File: config.mk
export PLATFORM = sky130hd
export DESIGN_NAME = store_queue
export DESIGN_NICKNAME = d
export VERILOG_FILES = /design/src/rtl/store_queue.sv
export SDC_FILE = /design/constraint.sdc
export NUM_CORES = 1
export LEC_CHECK = 0
export BUFFER_PORTS_ARGS = -buffer_cell sky130_fd_sc_hd__buf_2
export CAP_MARGIN = 20
export CORE_ASPECT_RATIO = 2
export CORE_MARGIN = 5
export CORE_UTILIZATION = 55
export CTS_BUF_LIST = sky130_fd_sc_hd__clkbuf_8
export CTS_CLUSTER_SIZE = 20
export DETAILED_ROUTE_END_ITERATION = 8
export PLACE_DENSITY = 0.75
export SYNTH_ARGS = -nofsm -noshare
export SYNTH_HDL_FRONTEND = slang
export SYNTH_SLANG_ARGS = --single-unit
File: constraint.sdc
create_clock -name clk -period 5 [get_ports clk]
set_input_delay 0.5 -clock clk [delete_from_list [all_inputs] [get_ports clk]]
set_output_delay 0.5 -clock clk [all_outputs]
set_load 0.01 [all_outputs]
File: src/rtl/store_queue.sv
// Circular store queue: speculative alloc, in-order commit, drain to memory.
// Optional STQ_ALLOC_BYPASS_EN forwards the accepted alloc in the same cycle.
module store_queue #(
  parameter int DATA_W   = 16,
  parameter int ADDR_W   = 16,
  parameter int DEPTH    = 8,
  parameter int COMMIT_W = 2,
  parameter int PTR_W    = $clog2(DEPTH)
) (
  input  logic                         clk,
  input  logic                         reset,
  input  logic                         flush,
  input  logic                         alloc_valid,
  input  logic [ADDR_W-1:0]            alloc_addr,
  input  logic [DATA_W-1:0]            alloc_data,
  output logic                         alloc_ready,
  input  logic [$clog2(COMMIT_W+1)-1:0] commit_count,
  input  logic [ADDR_W-1:0]            search_addr,
  output logic                         search_hit,
  output logic [DATA_W-1:0]            search_data,
  output logic                         mem_valid,
  output logic [ADDR_W-1:0]            mem_addr,
  output logic [DATA_W-1:0]            mem_data,
  input  logic                         mem_ready,
  output logic [PTR_W:0]               occupancy
);

  localparam logic [1:0] S_FREE = 2'd0;
  localparam logic [1:0] S_SPEC = 2'd1;
  localparam logic [1:0] S_CMT  = 2'd2;

  logic [1:0]        state_q [DEPTH];
  logic [1:0]        state_n [DEPTH];
  logic [ADDR_W-1:0] addr_q  [DEPTH];
  logic [DATA_W-1:0] data_q  [DEPTH];

  logic [PTR_W:0]   head_q, cmt_q, tail_q;
  logic [PTR_W:0]   head_n, cmt_n, tail_n;
  logic [PTR_W:0]   spec_cnt, n_cmt;
  logic [PTR_W-1:0] head_i, cmt_i, tail_i;
  logic             do_alloc, do_drain;

  assign head_i = head_q[PTR_W-1:0];
  assign cmt_i  = cmt_q[PTR_W-1:0];
  assign tail_i = tail_q[PTR_W-1:0];

  assign occupancy   = tail_q - head_q;
  assign alloc_ready = occupancy != (PTR_W+1)'(DEPTH);
  assign mem_valid   = state_q[head_i] == S_CMT;
  assign mem_addr    = addr_q[head_i];
  assign mem_data    = data_q[head_i];

  assign do_alloc = alloc_valid & alloc_ready & ~flush;
  assign do_drain = mem_valid & mem_ready;
  assign spec_cnt = tail_q - cmt_q;

  always_comb begin
    n_cmt = (PTR_W+1)'(commit_count);
    if (n_cmt > (PTR_W+1)'(COMMIT_W)) n_cmt = (PTR_W+1)'(COMMIT_W);
    if (n_cmt > spec_cnt) n_cmt = spec_cnt;

    state_n = state_q;
    for (int i = 0; i < COMMIT_W; i++) begin
      if ((PTR_W+1)'(i) < n_cmt)
        state_n[cmt_i + PTR_W'(i)] = S_CMT;
    end
    if (do_drain) state_n[head_i] = S_FREE;

    // commit is applied before flush so freshly committed stores survive
    if (flush) begin
      for (int j = 0; j < DEPTH; j++) begin
        if (state_n[j] == S_SPEC) state_n[j] = S_FREE;
      end
    end else if (do_alloc) begin
      state_n[tail_i] = S_SPEC;
    end

    head_n = head_q + (PTR_W+1)'(do_drain);
    cmt_n  = cmt_q + n_cmt;
    tail_n = flush ? cmt_n : tail_q + (PTR_W+1)'(do_alloc);
  end

  always_ff @(posedge clk) begin
    if (reset) begin
      for (int j = 0; j < DEPTH; j++) state_q[j] <= S_FREE;
      head_q <= '0;
      cmt_q  <= '0;
      tail_q <= '0;
    end else begin
      state_q <= state_n;
      head_q  <= head_n;
      cmt_q   <= cmt_n;
      tail_q  <= tail_n;
    end
  end

  always_ff @(posedge clk) begin
    if (!reset && do_alloc) begin
      addr_q[tail_i] <= alloc_addr;
      data_q[tail_i] <= alloc_data;
    end
  end

  // walk oldest to youngest from head so the last match is the youngest
  always_comb begin
    search_hit  = 1'b0;
    search_data = '0;
    for (int i = 0; i < DEPTH; i++) begin
      if (state_q[head_i + PTR_W'(i)] != S_FREE &&
          addr_q[head_i + PTR_W'(i)] == search_addr) begin
        search_hit  = 1'b1;
        search_data = data_q[head_i + PTR_W'(i)];
      end
    end
`ifdef STQ_ALLOC_BYPASS_EN
    if (alloc_valid && alloc_ready && !flush && !reset &&
        alloc_addr == search_addr) begin
      search_hit  = 1'b1;
      search_data = alloc_data;
    end
`else
`endif
  end

endmodule

==> impl_metrics.csv <==
group,metric,value,unit
outcome,status,"complete, but fails checks",
outcome,violations,"negative setup slack",
timing,fmax,199,MHz
clock_network,clk_latency,0.61,ns
worst_setup_path,critPathMaxFanout,16,
die,ios,110,
synthesis,syn_area_per_cell,12.4,µm²
route,routed_wl,87500,µm
synthesis,syn_inst,1980,
synthesis,yosysWarnings,0,
worst_setup_path,worst_ep_required_time,4.50,ns
power,total_power,9.97,mW
global_route,grt_pass1_vias,19900,
power,intPower,5.94,mW
global_route,use_met3,0.0590,
global_route,grt_max_degree,65,
worst_setup_path,r2r-start,"head_q[0]$_SDFF_PP0_",
clock_network,h-tree-depth,2,
power,p_sw,4.02,mW
power,p_clk_frac,0.179,
timing,worst_slew_pin_slew,1.05,ns
power,p_leak,9.43,nW
global_route,gr-usage-met1,0.354,
timing,setup_tns,-0.124,ns
timing,rsz0062_at_grt,"false",
cells_and_area,fill_cells,3367,
place,gp_congestion,1.01,
die,dieArea,49000,µm²
min_path,min-delay-start,"alloc_addr[13]",
die,placeableCoreArea,44200,µm²
route,drc,0,
synthesis,synth-seq-cells,284,
route,vias_per_cell,7.43,
worst_setup_path,crit_buf_inv,6,
route,ant_nets,0,
die,start_util,0.554,
route,first_pass_iters,6,
route,vias,20000,
worst_setup_path,crit_path_frequent_cell,"buf_4",
run,cap_violations,0,
min_path,hold_path.class,"in -> reg",
global_route,grt_overflow,0,
clock_network,cts_tree,"built",
cells_and_area,area_growth,13.3,%
synthesis,yosysSeqAreaShare,0.337,
synthesis,ys_types,74,
timing,hold_violations,0,
place,portBuffers,109,
timing,slew_headroom,0.294,
timing,setup_ws,-0.0341,ns
worst_setup_path,start_kind,"register",
cells_and_area,num-nets-final,2179,
global_route,antenna_found_initial,6,
timing,fin_crit_sh,1.01,
worst_setup_path,arrival,4.53,ns
clock_network,clockBufferDepth,3,
worst_setup_path,slowest_stage,"mux4_2",
worst_setup_path,critPathTopFamily,"buffers and inverters",
power,power_density,360,nW/µm²
clock_network,root_buffer,"clkbuf_8",
route,wl_per_cell,32.6,µm
die,die_w,159,µm
worst_setup_path,crit_chain,"inv_2, buf_4, ha_4, buf_4, mux4_2, mux2i_1, xnor2_1, nand4_1, nor3_4, buf_4, clkbuf_16, a221oi_2, o22ai_2, buf_2",
worst_setup_path,worst_path_largest_cell_delay,0.52,ns
global_route,grtUsageMet2,0.597,
clock_network,cts.sinks,284,
timing,skew,0.0229,ns
worst_setup_path,end_kind,"output pin",
global_route,grt.busiest_layer,"met2",
synthesis,synthFlopType,"edfxtp_1",
global_route,globalRouteTotalUtil,0.342,
synthesis,ys_async_sr_fraction,0,
timing,fin_crit,5.03,ns
die,rows,109,
worst_setup_path,crit_type,"reg -> out",
power,power_frac_comb,0.533,
cells_and_area,drive_gt1_frac,0.337,
synthesis,synth_nets,2060,
power,sw_frac_of_total,0.404,
route,drt_iter0_markers,2193,
timing,setup_viol,7,
timing,drv_slew,0,
synthesis,syn-cell-area,24500,µm²
die,die_h,308,µm
global_route,grt_pass1_wl,127000,µm
clock_network,cts-buffers-inserted,40,
power,ir_worst_vdd,0.400,mV
power,p_seq_frac,0.288,
worst_setup_path,critPathLaunch,"head_q[1]$_SDFF_PP0_",
clock_network,postCtsHoldBufs,0,
place,dp_hpwl,58500,µm
timing,whs,0.156,ns
clock_network,clk_pin_slew_worst_paths,0.07,ns
cells_and_area,fin_util,0.627,
synthesis,synth_edf_count,256,
[metal layers]
layer  part of all wire  up-vias  routed length (µm)
met5            0.00027        -                  24
met4               0.11        4                9680
met1               0.30     9887               26000
met3              0.081      478                7070
met2               0.51     1399               44700
li1                   -     8204                   -
[worst paths after layout]
| path | slack (ns) | depth (start not counted) | endpoint |
|---|---|---|---|
| worst min register to register | 0.51 | 2 | state_q[14]$_SDFF_PP0_ |
| worst max-delay path | -0.03 | 14 | search_data[8] |
| worst min-delay path | 0.16 | 1 | addr_q[7][13]$_DFFE_PP_ |
| worst max register to register | 0.77 | 12 | addr_q[0][5]$_DFFE_PP_ |
[final cells by class]
type / count / area [µm²] / area share
Sequential cell: 284 / 8260 / 0.298
Multi-Input combinational cell: 1480 / 15500 / 0.559
Clock buffer: 41 / 564 / 0.0204
Timing Repair Buffer: 246 / 2320 / 0.0838
Tap cell: 555 / 694 / 0.0251
Inverter: 47 / 176 / 0.00637
Clock inverter: 30 / 193 / 0.00695
Antenna cell: 5 / 12.5 / 0.000451
[flip-flops by register name, indices dropped and copies added, names as in the netlist]
signal and flops:
addr_q 128, cmt_q 4, data_q 128, head_q 4, state_q 16, tail_q 4
[power by group through the flow]
stage	clock, mW	sequential [mW]	combinational [mW]
global placement	0	2.90	4.68
global route	1.91	2.88	5.60
CTS	1.80	2.86	5.00
detailed placement	0	2.92	4.78
finish	1.79	2.87	5.31
floorplan	0	2.86	3.51
[synthesized netlist by cell type (6+ instances only)]
library cell,n,area share
nand2_1,282,0.043
o221a_2,7,0.0032
o2111ai_1,20,0.0072
a2bb2oi_1,24,0.0086
xor2_1,31,0.011
edfxtp_1,256,0.31
o221a_1,10,0.0046
buf_4,27,0.0083
nand4_1,18,0.0046
nor2b_1,12,0.0031
inv_1,41,0.0063
o31a_1,18,0.0064
mux2_2,16,0.0074
mux4_1,6,0.0064
ha_1,22,0.011
nand3_1,41,0.0084
a31oi_1,6,0.0015
and3_1,23,0.0059
buf_1,12,0.0018
a22oi_1,8,0.0025
or3_1,9,0.0023
buf_2,62,0.013
nand2b_1,8,0.0020
clkbuf_1,50,0.0077
a221oi_1,40,0.014
buf_6,19,0.0087
nor2_1,73,0.011
o21ai_0,46,0.0094
a21oi_1,35,0.0072
nor4_1,13,0.0033
mux4_2,304,0.28
nor3_1,21,0.0043
dfxtp_1,28,0.023
xnor2_1,110,0.039
or2_2,8,0.0020
o22ai_1,23,0.0059
mux2i_1,166,0.068
o211ai_1,6,0.0018
[cell families after synthesis]
family / after synthesis / synth area share
compound gates: 282 / 0.0865
mux: 492 / 0.362
other cells: 1 / 0.000153
xor+xnor: 142 / 0.0512
buf+inv: 221 / 0.0493
flops: 284 / 0.337
simple gates: 533 / 0.100
fa+ha+maj: 25 / 0.0137
[cells in the final DEF, fill, tap and decap left out, types with 20 or more instances in the layout]
| master | instances |
|---|---|
| a21oi_1 | 35 |
| inv_1 | 45 |
| o21ai_0 | 43 |
| xnor2_1 | 101 |
| buf_4 | 86 |
| nor3_1 | 20 |
| and3_1 | 23 |
| a221oi_1 | 39 |
| mux2i_1 | 161 |
| nand3_1 | 39 |
| nor2_1 | 66 |
| mux4_2 | 304 |
| a2bb2oi_1 | 24 |
| buf_2 | 109 |
| nand2_1 | 282 |
| xor2_1 | 27 |
| o22ai_1 | 21 |
| buf_12 | 23 |
| dfxtp_1 | 25 |
| edfxtp_1 | 256 |
| clkbuf_8 | 41 |
[stage by stage]
| stage | worst slack, ns | instances | instance area [µm²] |
|---|---|---|---|
| final | -0.0341 | 2688 | 27700 |
| after global routing | 0.00200 | 2685 | 27700 |
| after CTS | 0.0124 | 2655 | 27100 |
| after detailed placement | 0.220 | 2555 | 25700 |
| after global placement | 0.277 | 2555 | 25700 |
| after floorplan | 0.00757 | 1980 | 24500 |
[what timing repair did]
action                                  CTS  global route
gates resized for setup                  27            52
pin swaps                                 8            19
setup buffers                            18            22
endpoints found under the setup margin   17            17
gates cloned                             11             7
(Power assumes the default switching activity.)
